## config.mk

```make
export PLATFORM = sky130hd
export DESIGN_NAME = tap_period_ctrl
export DESIGN_NICKNAME = d
export VERILOG_FILES = /design/src/rtl/taptempo_pkg.sv /design/src/rtl/period_avg.sv /design/src/rtl/tap_period_ctrl.sv
export SDC_FILE = /design/constraint.sdc
export NUM_CORES = 1
export LEC_CHECK = 0
export ABC_AREA = 1
export CAP_MARGIN = 20
export CORE_ASPECT_RATIO = 0.6
export CORE_MARGIN = 4
export CORE_UTILIZATION = 62
export DETAILED_ROUTE_END_ITERATION = 16
export PLACE_DENSITY = 0.92
export SYNTH_ARGS = -nofsm -noshare
export SYNTH_HDL_FRONTEND = slang
export SYNTH_SLANG_ARGS = --single-unit
```

## constraint.sdc

```tcl
create_clock -name clk_i -period 14.3 [get_ports clk_i]
set_input_delay 2.145 -clock clk_i [delete_from_list [all_inputs] [get_ports clk_i]]
set_output_delay 2.145 -clock clk_i [all_outputs]
set_load 0.1 [all_outputs]
```

## src/rtl/taptempo_pkg.sv

```systemverilog
// Shared constants and types for the tap-tempo datapath.
//   TICK_NS            duration of one timepulse tick
//   DEF_MIN_TICKS      default shortest accepted tap interval (~120 ms)
//   DEF_TIMEOUT_TICKS  default interval at which a measurement is abandoned (~2 s)
//   HIST_DEPTH/SHIFT   moving-average depth and its log2
//   state_e            tap_period_ctrl FSM encoding
package taptempo_pkg;

  localparam int TICK_NS           = 5120;
  localparam int DEF_MIN_TICKS     = 23438;
  localparam int DEF_TIMEOUT_TICKS = 390625;
  localparam int HIST_DEPTH        = 4;
  localparam int HIST_SHIFT        = 2;

  typedef enum logic {
    ST_IDLE    = 1'b0,
    ST_MEASURE = 1'b1
  } state_e;

endpackage

```

## src/rtl/period_avg.sv

```systemverilog
// Four-slot interval history with moving-average output stage.
//   clk_i, rstn_i    clock, asynchronous active-low reset
//   cap_valid_i      a new interval has been captured this cycle
//   cap_val_i        the captured interval in ticks
//   timeout_i        measurement abandoned: next capture reseeds the history
//   period_o         averaged interval (sum of slots >> HIST_SHIFT)
//   period_valid_o   period_o holds an unconsumed result
//   period_ready_i   consumer accepts period_o
module period_avg
  import taptempo_pkg::*;
#(
  parameter int COUNT_WIDTH = 20
) (
  input  logic                   clk_i,
  input  logic                   rstn_i,
  input  logic                   cap_valid_i,
  input  logic [COUNT_WIDTH-1:0] cap_val_i,
  input  logic                   timeout_i,
  output logic [COUNT_WIDTH-1:0] period_o,
  output logic                   period_valid_o,
  input  logic                   period_ready_i
);

  localparam int SUM_W = COUNT_WIDTH + HIST_SHIFT;

  logic [COUNT_WIDTH-1:0] slot_q [HIST_DEPTH];
  logic [COUNT_WIDTH-1:0] slot_d [HIST_DEPTH];
  logic                   first_q, first_d;
  logic                   pipe_q, pipe_d;
  logic [SUM_W-1:0]       sum_q, sum_d;
  logic [SUM_W-1:0]       hist_sum;
  logic [COUNT_WIDTH-1:0] period_q, period_d;
  logic                   valid_q, valid_d;

  // History update: the first capture after reset or timeout fills every
  // slot so the average is not dragged toward zero or stale intervals.
  always_comb begin
    first_d = first_q;
    for (int i = 0; i < HIST_DEPTH; i++) slot_d[i] = slot_q[i];
    if (cap_valid_i) begin
      first_d = 1'b0;
      if (first_q) begin
        for (int i = 0; i < HIST_DEPTH; i++) slot_d[i] = cap_val_i;
      end else begin
        slot_d[0] = cap_val_i;
        for (int i = 1; i < HIST_DEPTH; i++) slot_d[i] = slot_q[i-1];
      end
    end else if (timeout_i) begin
      first_d = 1'b1;
    end
  end

  // The adder works on the post-update slots so the sum register is loaded
  // on the capture edge, keeping tap-to-valid latency at two cycles.
  always_comb begin
    hist_sum = '0;
    for (int i = 0; i < HIST_DEPTH; i++) hist_sum = hist_sum + SUM_W'(slot_d[i]);
  end

  always_comb begin
    sum_d    = cap_valid_i ? hist_sum : sum_q;
    pipe_d   = cap_valid_i;
    period_d = period_q;
    valid_d  = valid_q;
    // A fresh result overrides both a pending value and an acceptance.
    if (pipe_q) begin
      period_d = sum_q[SUM_W-1:HIST_SHIFT];
      valid_d  = 1'b1;
    end else if (valid_q && period_ready_i) begin
      valid_d = 1'b0;
    end
  end

  always_ff @(posedge clk_i or negedge rstn_i) begin
    if (!rstn_i) begin
      for (int i = 0; i < HIST_DEPTH; i++) slot_q[i] <= '0;
      first_q  <= 1'b1;
      pipe_q   <= 1'b0;
      sum_q    <= '0;
      period_q <= '0;
      valid_q  <= 1'b0;
    end else begin
      for (int i = 0; i < HIST_DEPTH; i++) slot_q[i] <= slot_d[i];
      first_q  <= first_d;
      pipe_q   <= pipe_d;
      sum_q    <= sum_d;
      period_q <= period_d;
      valid_q  <= valid_d;
    end
  end

  assign period_o       = period_q;
  assign period_valid_o = valid_q;

endmodule

```

## src/rtl/tap_period_ctrl.sv

```systemverilog
// Tap interval measurement: counts timepulse ticks between debounced taps,
// rejects taps closer than MIN_TICKS, abandons at TIMEOUT_TICKS, and feeds
// accepted intervals to the moving-average stage.
//   clk_i, rstn_i    clock, asynchronous active-low reset
//   tp_i             timepulse strobe (one cycle)
//   tap_i            debounced tap pulse (one cycle)
//   period_o         averaged interval in ticks, valid/ready handshake
//   period_valid_o   period_o valid
//   period_ready_i   consumer accepts period_o
//   timeout_o        one-cycle pulse when a measurement is abandoned
//   busy_o           high while measuring
module tap_period_ctrl
  import taptempo_pkg::*;
#(
  parameter int COUNT_WIDTH   = 20,
  parameter int MIN_TICKS     = DEF_MIN_TICKS,
  parameter int TIMEOUT_TICKS = DEF_TIMEOUT_TICKS
) (
  input  logic                   clk_i,
  input  logic                   rstn_i,
  input  logic                   tp_i,
  input  logic                   tap_i,
  output logic [COUNT_WIDTH-1:0] period_o,
  output logic                   period_valid_o,
  input  logic                   period_ready_i,
  output logic                   timeout_o,
  output logic                   busy_o
);

  // The timeout keeps the counter below TIMEOUT_TICKS, so it can never wrap
  // as long as the timeout itself fits in COUNT_WIDTH bits.
  if (TIMEOUT_TICKS <= MIN_TICKS ||
      longint'(TIMEOUT_TICKS) >= (longint'(1) << COUNT_WIDTH)) begin : g_param_check
    $error("tap_period_ctrl: need MIN_TICKS < TIMEOUT_TICKS < 2**COUNT_WIDTH");
  end

  localparam logic [COUNT_WIDTH-1:0] MIN_L     = COUNT_WIDTH'(MIN_TICKS);
  localparam logic [COUNT_WIDTH:0]   TIMEOUT_L = (COUNT_WIDTH+1)'(TIMEOUT_TICKS);

  state_e                 state_q, state_d;
  logic [COUNT_WIDTH-1:0] cnt_q, cnt_d;
  logic                   timeout_q, timeout_d;
  logic [COUNT_WIDTH:0]   cnt_inc;
  logic                   cap_valid;
  logic [COUNT_WIDTH-1:0] cap_val;

  assign cnt_inc = {1'b0, cnt_q} + (COUNT_WIDTH+1)'(1);

  always_comb begin
    state_d   = state_q;
    cnt_d     = cnt_q;
    timeout_d = 1'b0;
    cap_valid = 1'b0;
    // A tick landing on the tap cycle belongs to the interval being closed.
    cap_val   = cnt_q + COUNT_WIDTH'(tp_i);
    case (state_q)
      ST_IDLE: begin
        if (tap_i) begin
          cnt_d   = '0;
          state_d = ST_MEASURE;
        end
      end
      ST_MEASURE: begin
        // An accepted tap takes priority over a coincident timeout tick.
        if (tap_i && cnt_q >= MIN_L) begin
          cap_valid = 1'b1;
          cnt_d     = '0;
        end else if (tp_i) begin
          if (cnt_inc < TIMEOUT_L) begin
            cnt_d = cnt_inc[COUNT_WIDTH-1:0];
          end else begin
            state_d   = ST_IDLE;
            timeout_d = 1'b1;
          end
        end
      end
      default: state_d = ST_IDLE;
    endcase
  end

  always_ff @(posedge clk_i or negedge rstn_i) begin
    if (!rstn_i) begin
      state_q   <= ST_IDLE;
      cnt_q     <= '0;
      timeout_q <= 1'b0;
    end else begin
      state_q   <= state_d;
      cnt_q     <= cnt_d;
      timeout_q <= timeout_d;
    end
  end

  period_avg #(
    .COUNT_WIDTH(COUNT_WIDTH)
  ) u_avg (
    .clk_i          (clk_i),
    .rstn_i         (rstn_i),
    .cap_valid_i    (cap_valid),
    .cap_val_i      (cap_val),
    .timeout_i      (timeout_d),
    .period_o       (period_o),
    .period_valid_o (period_valid_o),
    .period_ready_i (period_ready_i)
  );

  assign timeout_o = timeout_q;
  assign busy_o    = (state_q == ST_MEASURE);

endmodule

```

==> summary.md <==
| Metric | Value |
|---|---|
| Status | finished, final reports clean |
| Share of total power in combinational logic | 0.234 |
| Clk_skew | 0.0112 ns |
| Post-placement setup slack | 5.51 ns |
| Internal cell power | 0.784 mW |
| Worst-case register-to-register setup slack | 7.08 ns |
| Number of buffers created by CTS | 17 |
| Ys flop type | dfrtp_1 |
| Post-layout instance count excluding filler cells | 1,401 |
| Min Tclk post-route | 8.55 ns |
| Period utilisation layout | 0.598 |
| Avg Vias per Cell | 5.83 |
| Number of unique standard cell types used by synthesis | 44 |
| Top cell by count, worst path | nand2_1 |
| Maximum clock rate | 0.117 GHz |
| Final-layout setup total negative slack | 0 ns |
| Number of antenna diodes | 0 |
| Transition time of the tightest slew-check pin | 0.981 ns |
| Maximum number of pins on one net before global-route repair | 78 |
| Final number of max-transition violations | 0 |
| Io pins | 28 |
| Clock root buffer master | clkbuf_16 |
| Data arrival time of the critical path | 8.84 ns |
| Synthesis-stage register bit count | 145 |
| Proportion of total power due to net switching | 0.338 |
| Synthesized area per cell | 7.78 um2 |
| Port Buffers | 27 |
| Hold-fix buffers, CTS | 0 |
| Number of global-route vias before repair | 7,680 |
| Number of nets produced by synthesis | 1,258 |
| Antenna viol nets, final | 0 |
| H-tree levels | 4 |
| Synth Instances | 1,188 |
| Cell with the biggest individual delay on the critical path | inv_2 |
| Placement Cell Area | 0.00957 mm2 |
| Maximum vdd ir drop | 0.0000828 V |
| Number of failing setup endpoints in the final timing report | 0 |
| Most frequent cells in the layout | nand2_1, dfrtp_1, inv_1 |
| Share of synthesized area occupied by flip-flops and latches | 0.393 |
| Maximum capacitance violations | 0 |
| Async SR Flop Fraction | 1.00 |
| CTS tree | built |
| Normalized max-slew margin | 0.344 |
| Height of the die | 103 um |
| Post-CTS setup-driven buffer insertion count | 0 |
| Synth area leader | dfrtp_1 |
| Ys Warns | 0 |
| Category of the worst setup path launch point | primary input |
| Kind of critical path | primary input to register |
| Worst Hold Class | register to register |
| Req. time, crit path | 14.59 ns |
| Antenna violations before repair | 0 |
| Number of flops mapped to enable cells by yosys | 0 |
| Netlist area before placement | 0.00924 mm2 |
| Setup repair after global routing missed its margin | no |
| Die Area | 0.0170 mm2 |
| Final net count | 1,260 |
| Remaining design rule violation count | 0 |
| P_sw | 0.401 mW |
| Share of final-layout standard cells stronger than drive strength 1 | 0.0549 |
| Total gr overflow | 0 |
| Top-area cell type share of the netlist area | 0.390 |
| Std-Cell Rows | 34 |
| Area Overhead vs Synth | 10.0% |
| Tot GR Track Use | 0.283 |
| Number of cells upsized or downsized after cts | 0 |
| Hold violation count in the final report | 0 |
| First DRT Iteration DRCs | 982 |
| Final estimated routing congestion in global placement | 1.01 |
| Starting utilization of the core area | 0.635 |
| Clock latency reported for the late side of the worst-skew pair | 0.43 ns |
| Power per standard cell area | 116 mW/mm2 |
| Top cells by area in the synthesized netlist | dfrtp_1, nand2_1, o21ai_0 |
| Final HPWL DP | 16.4 mm |
| CORE AREA | 0.0145 mm2 |
| Mean routed wirelength per cell | 16.8 um |
| Horiz. Die Dim | 166 um |
| Total of fill cells in the finished design | 1,112 |
| Maximum fanout along the worst path | 57 |
| LEAKAGE | 5.16 nW |
| Clk sink count | 145 |
| Setup slack of the critical path after layout | 5.75 ns |
| Proportion of power drawn by flip-flops and latches | 0.379 |
| Final Instance Area | 0.0102 mm2 |
| Detailed Route WL | 23.5 mm |
| Most common cell after layout, fill and taps aside | nand2_1 |
| Design Power | 1.18 mW |
| First-pass detailed-route iteration total | 5 |
| Final Util | 0.699 |
| Clock transition at the registers of the reported paths | 0.06 ns |
| Cell total after placement | 1,369 |
| Maximum root-to-sink buffer count | 2 |
| Via count of the routed design | 8,167 |
| Final hold slack | 0.476 ns |
| Critical Path Max Stage Delay | 0.63 ns |
| Type of destination of the critical path | register |
| Wire length of the first global-routing pass | 39.1 mm |
| Power share of the clock group | 0.387 |
## critical path: cells and delay by family
kind	cells	cell delay, ns
simple gates	12	1.86
compound gates	8	1.68
buf+inv	3	1.67
fa+ha+maj	4	1.23
xor+xnor	1	0.20
## power by group through the flow
| stage | registers, mW | logic (mW) | clock network (mW) |
|---|---|---|---|
| 2_1_floorplan | 0.451 | 0.196 | 0 |
| 3_3_place_gp | 0.455 | 0.254 | 0 |
| 3_5_place_dp | 0.456 | 0.260 | 0 |
| 4_1_cts | 0.448 | 0.269 | 0.459 |
| 5_1_grt | 0.451 | 0.306 | 0.479 |
| 6_report | 0.449 | 0.277 | 0.458 |
## registers in the layout, indices dropped and copies added (netlist names)
signal	flops
timeout_o	1
cnt_q	20
u_avg.slot_q	80
u_avg.first_q	1
busy_o	1
u_avg.period_valid_o	1
u_avg.sum_q	20
u_avg.period_o	20
u_avg.pipe_q	1
## worst paths after layout
check	end	cells after the start	startpoint
max in group asynchronous	cnt_q[2]	2	rstn_i
worst min register to register	u_avg.period_o[12]	2	u_avg.period_o[12]
worst min-delay path	u_avg.period_o[12]	2	u_avg.period_o[12]
min in group asynchronous	u_avg.slot_q[46]	1	rstn_i
worst max register to register	u_avg.sum_q[19]	34	cnt_q[0]
worst max-delay path	u_avg.sum_q[19]	28	tap_i
## kinds of logic after synthesis
group / share of synthesized area
compound gates: 0.128
fa+ha+maj: 0.105
simple gates: 0.233
buf+inv: 0.0835
xor+xnor: 0.0578
flops: 0.393
## final cells by class
class | count | area (um2) | share of cell area
sequential | 145 | 3630 | 0.357
clock buffer | 17 | 425 | 0.0418
tap | 198 | 248 | 0.0244
timing repair buffer | 31 | 302 | 0.0297
inverter | 144 | 541 | 0.0531
clock inverter | 15 | 173 | 0.0170
multi-input combinational | 851 | 4850 | 0.477
## cells in the mapped netlist (2+ instances only)
library cell    n
nor2_4          2
inv_1         136
nor2_2          4
xnor2_1        17
nand3_2         2
nand2_1       339
o211ai_1        4
a21oi_1        62
o21bai_1        3
o221ai_1        4
or2_2           4
buf_2          13
nand3_1        54
dfrtp_1       144
nand4_1        12
clkbuf_1       22
o21ai_0       111
a21o_1          2
o21a_1          5
nor3_2          3
nor3_1         11
xor2_1         44
a31oi_1         4
buf_4           6
ha_1           44
nor2_1         69
a22oi_1         3
nand3b_1        5
fa_1           21
inv_2           6
buf_1           5
clkinv_1        2
a2bb2oi_1      11
nand2_4         4
## layer usage
metal  vias to the layer above  track usage  part of all wire
met4                         0       0.0691             0.016
met2                       433        0.422              0.43
met1                      3871        0.419              0.45
met3                        48       0.0755              0.11
li1                       3815            -                 -
met5                         -            0                 0
No activity file was read; power rests on OpenSTA's default activity.
